<file path="src/rtl/immediate_encoder_if.sv">
// Immediate format type plus the bundled handshake/data interface of the
// immediate encoder (input beat, output beat and error-counter control).
package immediate_encoder_pkg;
   typedef enum logic [2:0] {
      IMM_I = 3'd0,
      IMM_S = 3'd1,
      IMM_B = 3'd2,
      IMM_U = 3'd3,
      IMM_J = 3'd4
   } immediate_e;
endpackage

interface immediate_encoder_if #(
   parameter int COUNT_WIDTH = 16
);
   import immediate_encoder_pkg::*;

   logic                   valid_i;
   logic                   ready_o;
   logic [31:0]            instruction_i;
   immediate_e             type_i;
   logic [31:0]            immediate_i;
   logic                   valid_o;
   logic                   ready_i;
   logic [31:0]            instruction_o;
   logic                   range_error_o;
   logic [COUNT_WIDTH-1:0] error_count_o;
   logic                   clear_count_i;

   modport master (
      output valid_i, instruction_i, type_i, immediate_i, ready_i, clear_count_i,
      input  ready_o, valid_o, instruction_o, range_error_o, error_count_o
   );

   modport slave (
      input  valid_i, instruction_i, type_i, immediate_i, ready_i, clear_count_i,
      output ready_o, valid_o, instruction_o, range_error_o, error_count_o
   );
endinterface

</file>
<file path="src/rtl/immediate_encoder.sv">
// Two-stage valid/ready pipeline that scatters an immediate value into the
// RISC-V I/S/B/U/J immediate fields of an instruction and flags range errors.
module immediate_encoder #(
   parameter int COUNT_WIDTH = 16
) (
   input logic               clk_i,
   input logic               rst_i,
   immediate_encoder_if.slave bus
);
   import immediate_encoder_pkg::*;

   logic [31:0]            imm;
   logic [31:0]            enc_word;
   logic                   enc_err;

   logic                   s1_valid;
   logic [31:0]            s1_word;
   logic                   s1_err;
   logic                   s2_valid;
   logic [31:0]            s2_word;
   logic                   s2_err;
   logic                   s1_load;
   logic                   s2_load;
   logic [COUNT_WIDTH-1:0] count_reg;

   assign imm = bus.immediate_i;

   // Field sign-extension checks: the bits above the top encoded bit must all
   // replicate it, otherwise the value does not survive decode.
   always_comb begin
      enc_word = bus.instruction_i;
      enc_err  = 1'b0;
      case (bus.type_i)
         IMM_S: begin
            enc_word[31:25] = imm[11:5];
            enc_word[11:7]  = imm[4:0];
            enc_err         = !(&imm[31:11] || ~|imm[31:11]);
         end
         IMM_B: begin
            enc_word[31]    = imm[12];
            enc_word[30:25] = imm[10:5];
            enc_word[11:8]  = imm[4:1];
            enc_word[7]     = imm[11];
            enc_err         = !(&imm[31:12] || ~|imm[31:12]) || imm[0];
         end
         IMM_U: begin
            enc_word[31:12] = imm[31:12];
            enc_err         = |imm[11:0];
         end
         IMM_J: begin
            enc_word[31]    = imm[20];
            enc_word[30:21] = imm[10:1];
            enc_word[20]    = imm[11];
            enc_word[19:12] = imm[19:12];
            enc_err         = !(&imm[31:20] || ~|imm[31:20]) || imm[0];
         end
         default: begin
            enc_word[31:20] = imm[11:0];
            enc_err         = !(&imm[31:11] || ~|imm[31:11]);
         end
      endcase
   end

   assign s2_load = !s2_valid || bus.ready_i;
   assign s1_load = !s1_valid || s2_load;

   always_ff @(posedge clk_i or posedge rst_i) begin
      if (rst_i) begin
         s1_valid <= 1'b0;
         s1_word  <= '0;
         s1_err   <= 1'b0;
         s2_valid <= 1'b0;
         s2_word  <= '0;
         s2_err   <= 1'b0;
      end else begin
         if (s1_load) begin
            s1_valid <= bus.valid_i;
            if (bus.valid_i) begin
               s1_word <= enc_word;
               s1_err  <= enc_err;
            end
         end
         if (s2_load) begin
            s2_valid <= s1_valid;
            if (s1_valid) begin
               s2_word <= s1_word;
               s2_err  <= s1_err;
            end
         end
      end
   end

   // Clear wins over a same-cycle increment; the count sticks at all-ones.
   always_ff @(posedge clk_i or posedge rst_i) begin
      if (rst_i) begin
         count_reg <= '0;
      end else if (bus.clear_count_i) begin
         count_reg <= '0;
      end else if (s2_valid && bus.ready_i && s2_err && !(&count_reg)) begin
         count_reg <= count_reg + 1'b1;
      end
   end

   assign bus.ready_o       = s1_load;
   assign bus.valid_o       = s2_valid;
   assign bus.instruction_o = s2_word;
   assign bus.range_error_o = s2_err;
   assign bus.error_count_o = count_reg;

endmodule

</file>
<file path="src/flat_wrapper.sv">
// flat-port wrapper written by rule: the top's interface ports become plain ports
module immediate_encoder_flat import immediate_encoder_pkg::*;
#(
   parameter int COUNT_WIDTH = 16
)
  (clk_i, rst_i, bus_valid_i, bus_instruction_i, bus_type_i, bus_immediate_i, bus_ready_i, bus_clear_count_i, bus_ready_o, bus_valid_o, bus_instruction_o, bus_range_error_o, bus_error_count_o);
  immediate_encoder_if #(.COUNT_WIDTH(COUNT_WIDTH)) bus_i ();
  input logic clk_i;
  input logic rst_i;
  input wire logic [$bits(bus_i.valid_i)-1:0] bus_valid_i;
  input wire logic [$bits(bus_i.instruction_i)-1:0] bus_instruction_i;
  input wire logic [$bits(bus_i.type_i)-1:0] bus_type_i;
  input wire logic [$bits(bus_i.immediate_i)-1:0] bus_immediate_i;
  input wire logic [$bits(bus_i.ready_i)-1:0] bus_ready_i;
  input wire logic [$bits(bus_i.clear_count_i)-1:0] bus_clear_count_i;
  output wire logic [$bits(bus_i.ready_o)-1:0] bus_ready_o;
  output wire logic [$bits(bus_i.valid_o)-1:0] bus_valid_o;
  output wire logic [$bits(bus_i.instruction_o)-1:0] bus_instruction_o;
  output wire logic [$bits(bus_i.range_error_o)-1:0] bus_range_error_o;
  output wire logic [$bits(bus_i.error_count_o)-1:0] bus_error_count_o;
  assign bus_i.valid_i = bus_valid_i;
  assign bus_i.instruction_i = bus_instruction_i;
  assign bus_i.type_i = bus_type_i;
  assign bus_i.immediate_i = bus_immediate_i;
  assign bus_i.ready_i = bus_ready_i;
  assign bus_i.clear_count_i = bus_clear_count_i;
  assign bus_ready_o = bus_i.ready_o;
  assign bus_valid_o = bus_i.valid_o;
  assign bus_instruction_o = bus_i.instruction_o;
  assign bus_range_error_o = bus_i.range_error_o;
  assign bus_error_count_o = bus_i.error_count_o;
  immediate_encoder #(.COUNT_WIDTH(COUNT_WIDTH)) u_core (.clk_i(clk_i), .rst_i(rst_i), .bus(bus_i));
endmodule
</file>
<file path="config.mk">
export PLATFORM = sky130hd
export DESIGN_NAME = immediate_encoder_flat
export DESIGN_NICKNAME = d
export VERILOG_FILES = /design/src/rtl/immediate_encoder_if.sv /design/src/rtl/immediate_encoder.sv /design/src/flat_wrapper.sv
export SDC_FILE = /design/constraint.sdc
export NUM_CORES = 1
export LEC_CHECK = 0
export ABC_AREA = 1
export ABC_CLOCK_PERIOD_IN_PS = 2600
export CAP_MARGIN = 15
export CORE_UTILIZATION = 43
export CTS_CLUSTER_SIZE = 40
export DETAILED_ROUTE_END_ITERATION = 12
export GPL_ROUTABILITY_DRIVEN = 0
export PLACE_DENSITY = 0.75
export SETUP_SLACK_MARGIN = 0.2
export SYNTH_ARGS = -nofsm -noshare
export SYNTH_HDL_FRONTEND = slang
export SYNTH_SLANG_ARGS = --single-unit
export TNS_END_PERCENT = 30
</file>
<file path="constraint.sdc">
create_clock -name clk_i -period 2.6 [get_ports clk_i]
set_input_delay 0.26 -clock clk_i [delete_from_list [all_inputs] [get_ports clk_i]]
set_output_delay 0.26 -clock clk_i [all_outputs]
set_load 0.005 [all_outputs]
</file>
==> flow_summary_export.csv <==
group,metric,value,unit
run_status,outcome,"completed",
grt,antenna_found_initial,0,
route,routedWlPerCell,12.7,um
cts,cts_setup_buffers,0,
flow_run,maxCapViolations,0,
power_and_ir_drop,power.share.clock,27.9,%
sta,worstMarginPinSlew,0.542,ns
synth,synth_compound_area_share,15.2,%
setup_path,startpoint,"u_core.bus.error_count_o[0]",
route,ant_nets,0,
sta,max_slew_margin,63.8,%
synth,syn_inst,512,
power_and_ir_drop,p_seq_share,45.3,%
sta,slew_viol_final,0,
setup_path,cp.required,2.86,ns
finish,final_util,61.3,%
synth,ys_types,33,
synth,synth_mux_area_share,0.548,%
finish,area_growth,37.9,%
cts,cts_root_buffer,"clkbuf_8",
grt,grt_overflow,0,
power_and_ir_drop,combPwrFrac,26.8,%
finish,fin_nets,703,
setup_path,path_class,"reg2reg",
cts,cts.reportedPaths.clkPinSlew,0.09,ns
power_and_ir_drop,cellPowerDensity,658,nW/um^2
route,drtIter0Drc,160,
floorplanning,rows,35,
grt,grt_max_degree,53,
floorplanning,die_h,99.7,um
sta,rsz0062_at_grt,"false",
route,viasPerCell,4.97,
sta,period_share,68.6,%
sta,hold_viol,0,
setup_path,r2r-start,"u_core.bus.error_count_o[0]",
place,dp_hpwl,7.54,mm
route,drtPass1Iterations,5,
cts,cts_hold_buf,0,
synth,syn_avg_cell_area,8.02,sq um
sta,clock_skew,0.0144,ns
cts,clkLatencyLatePin,0.35,ns
setup_path,endpoint_kind,"flip-flop",
sta,finalSetupViolations,0,
synth,synth.yosys.seq_area_share,51.2,%
grt,grt_pass1_wl,16.2,mm
synth,synth_xor_area_share,1.92,%
cts,clock-sinks,84,
synth,syn_nets,585,
synth,netlist_area,4110,sq um
finish,drive_gt1_share,6.77,%
synth,synth_fa_ha_area_share,0.305,%
finish,diodes,0,
sta,max_freq,560,MHz
place,place_area,5430,sq um
power_and_ir_drop,p_int,2.66,mW
finish,design_area,5660,sq um
power_and_ir_drop,switching_share,28.5,%
place,port_buffers,115,
route,wl,9.68,mm
setup_path,path_max_fanout,10,
power_and_ir_drop,leakage,2.56,nW
sta,layout_min_cycle_time,1.78,ns
power_and_ir_drop,p_sw,1.06,mW
grt,grt_use_total,20.8,%
floorplanning,dieWidth,99.7,um
cts,tritoncts,"done",
finish,sequential_cell_area,2100,sq um
finish,nFillCells,769,
cts,cts_inserted_buffers,9,
finish,multi_input_area,1670,sq um
floorplanning,io_pins,123,
route,route.detailed.drc,0,
floorplanning,coreArea,9240,sq um
sta,setup_tns,0,ns
power_and_ir_drop,ir_drop,0.000252,V
sta,setup_ws,0.815,ns
cts,post_cts_resized,0,
synth,yosysWarningCount,0,
worst_hold_path,hp-class,"in2async",
grt,grt_pass1_vias,3505,
setup_path,startpoint_type,"flip-flop",
route,vias,3799,
cts,cts-htree-levels,3,
place,preCtsSetupSlack,0.689,ns
cts,max-clock-path-buffers,2,
setup_path,r2r_cells,9,
floorplanning,die-area,9950,sq um
synth,synth_top_family_by_area,"simple AND/OR/NAND/NOR gates",
setup_path,worstPathArrival,2.04,ns
floorplanning,initial_core_util,44.4,%
synth,synth-simple-area-share,22.6,%
synth,ys_ff_latch,84,
per-stage QoR:
stage | hold WS [ns] | power, mW | cells
6_report | 0.304 | 3.73 | 764
5_1_grt | 0.334 | 3.97 | 764
4_1_cts | 0.302 | 3.78 | 764
3_5_place_dp | 0.476 | 2.72 | 748
3_3_place_gp | 0.466 | 2.70 | 748
2_1_floorplan | 0.387 | 2.12 | 512
flip-flops by register name (all words and copies together) (netlist names):
register / flops
u_core.s1_err: 1
u_core.s1_word: 32
u_core.bus.valid_o: 1
u_core.bus.range_error_o: 1
u_core.bus.error_count_o: 16
u_core.s1_valid: 1
u_core.bus.instruction_o: 32
power groups by stage:
stage          registers (mW)  clock network (mW)  logic, mW
4_1_cts                  1.69                1.08       1.01
5_1_grt                  1.72                1.13       1.12
3_5_place_dp             1.72                   0       1.01
3_3_place_gp             1.71                   0      0.989
6_report                 1.69                1.04      0.999
2_1_floorplan            1.71                   0      0.404
synth_stat cells (all sizes together):
cell | n | area share [%]
nor3b | 1 | 0.18
o22ai | 15 | 2.3
ha | 1 | 0.30
clkbuf | 12 | 1.1
nand2 | 110 | 11
o221ai | 1 | 0.21
dfrtp | 84 | 51
a31oi | 1 | 0.15
nor2 | 64 | 5.9
xnor2 | 2 | 0.43
xor2 | 7 | 1.5
nor3 | 7 | 1.2
mux2 | 2 | 0.55
a21oi | 15 | 1.8
nand3 | 22 | 3.1
clkinv | 2 | 0.30
o31ai | 3 | 0.55
a22oi | 1 | 0.18
buf | 4 | 0.46
nand4 | 8 | 1.2
a211oi | 4 | 0.73
o21ai | 76 | 9.3
inv | 70 | 6.4
area by class of cell:
type                            instances  area share [%]
Tap cell                              129            2.85
Sequential cell                        84            37.1
Multi-Input combinational cell        340            29.5
Inverter                               72            4.93
Clock buffer                            9            2.19
Clock inverter                          7            1.83
Timing Repair Buffer                  123            21.6
layer usage:
| metal | track usage, % | wire length (um) |
|---|---|---|
| met2 | 31.6 | 4430 |
| met5 | 0 | 0 |
| met4 | 10.6 | 257 |
| met3 | 3.51 | 708 |
| met1 | 28.8 | 4290 |
worst max-delay path, stage by stage, from the launching register on:
cell and delay, ns:
dfrtp_1 0.43, ha_1 0.23, nand3_2 0.13, nor3_4 0.27
nand3_4 0.18, nand2_8 0.15, nand2_8 0.09, clkinv_4 0.09
nand2_1 0.05, o31ai_1 0.07
cells by family (layout without fill, tap and decap cells):
kind of cell / count (synthesis) / in the layout
buffers and inverters: 88 / 211
adders and majority gates: 1 / 1
xor gates and xnor gates: 9 / 9
AOI/OAI and AO/OA: 116 / 116
and+or+nand+nor: 212 / 212
muxes: 2 / 2
DFF: 84 / 84
path summary, 6_finish.rpt:
kind / end / slack (ns)
max: u_core.bus.error_count_o[6] / 0.82
min: u_core.bus.instruction_o[2] / 0.30
max reg2reg: u_core.bus.error_count_o[6] / 0.82
min reg2reg: u_core.bus.instruction_o[29] / 0.49
max in group asynchronous: u_core.s1_word[8] / 1.50
min in group clk_i: u_core.s1_word[2] / 0.45
cells in the final DEF (no fill, tap or decap), types with 2 or more instances in the layout:
cell type        instances
clkdlybuf4s50_1        115
nand2_1                105
dfrtp_1                 84
nor2_1                  64
inv_1                   63
o21ai_0                 46
o21ai_1                 30
nand3_1                 20
a21oi_1                 15
o22ai_1                 15
clkbuf_8                 9
nand4_1                  8
xor2_1                   7
buf_4                    7
inv_2                    6
nor3_1                   5
a211oi_1                 4
inv_6                    4
nand2_2                  3
o31ai_1                  3
xnor2_1                  2
nand2_8                  2
clkinv_4                 2
mux2_2                   2
bufinv_16                2
Note: power is estimated with default switching activity, not from simulation.
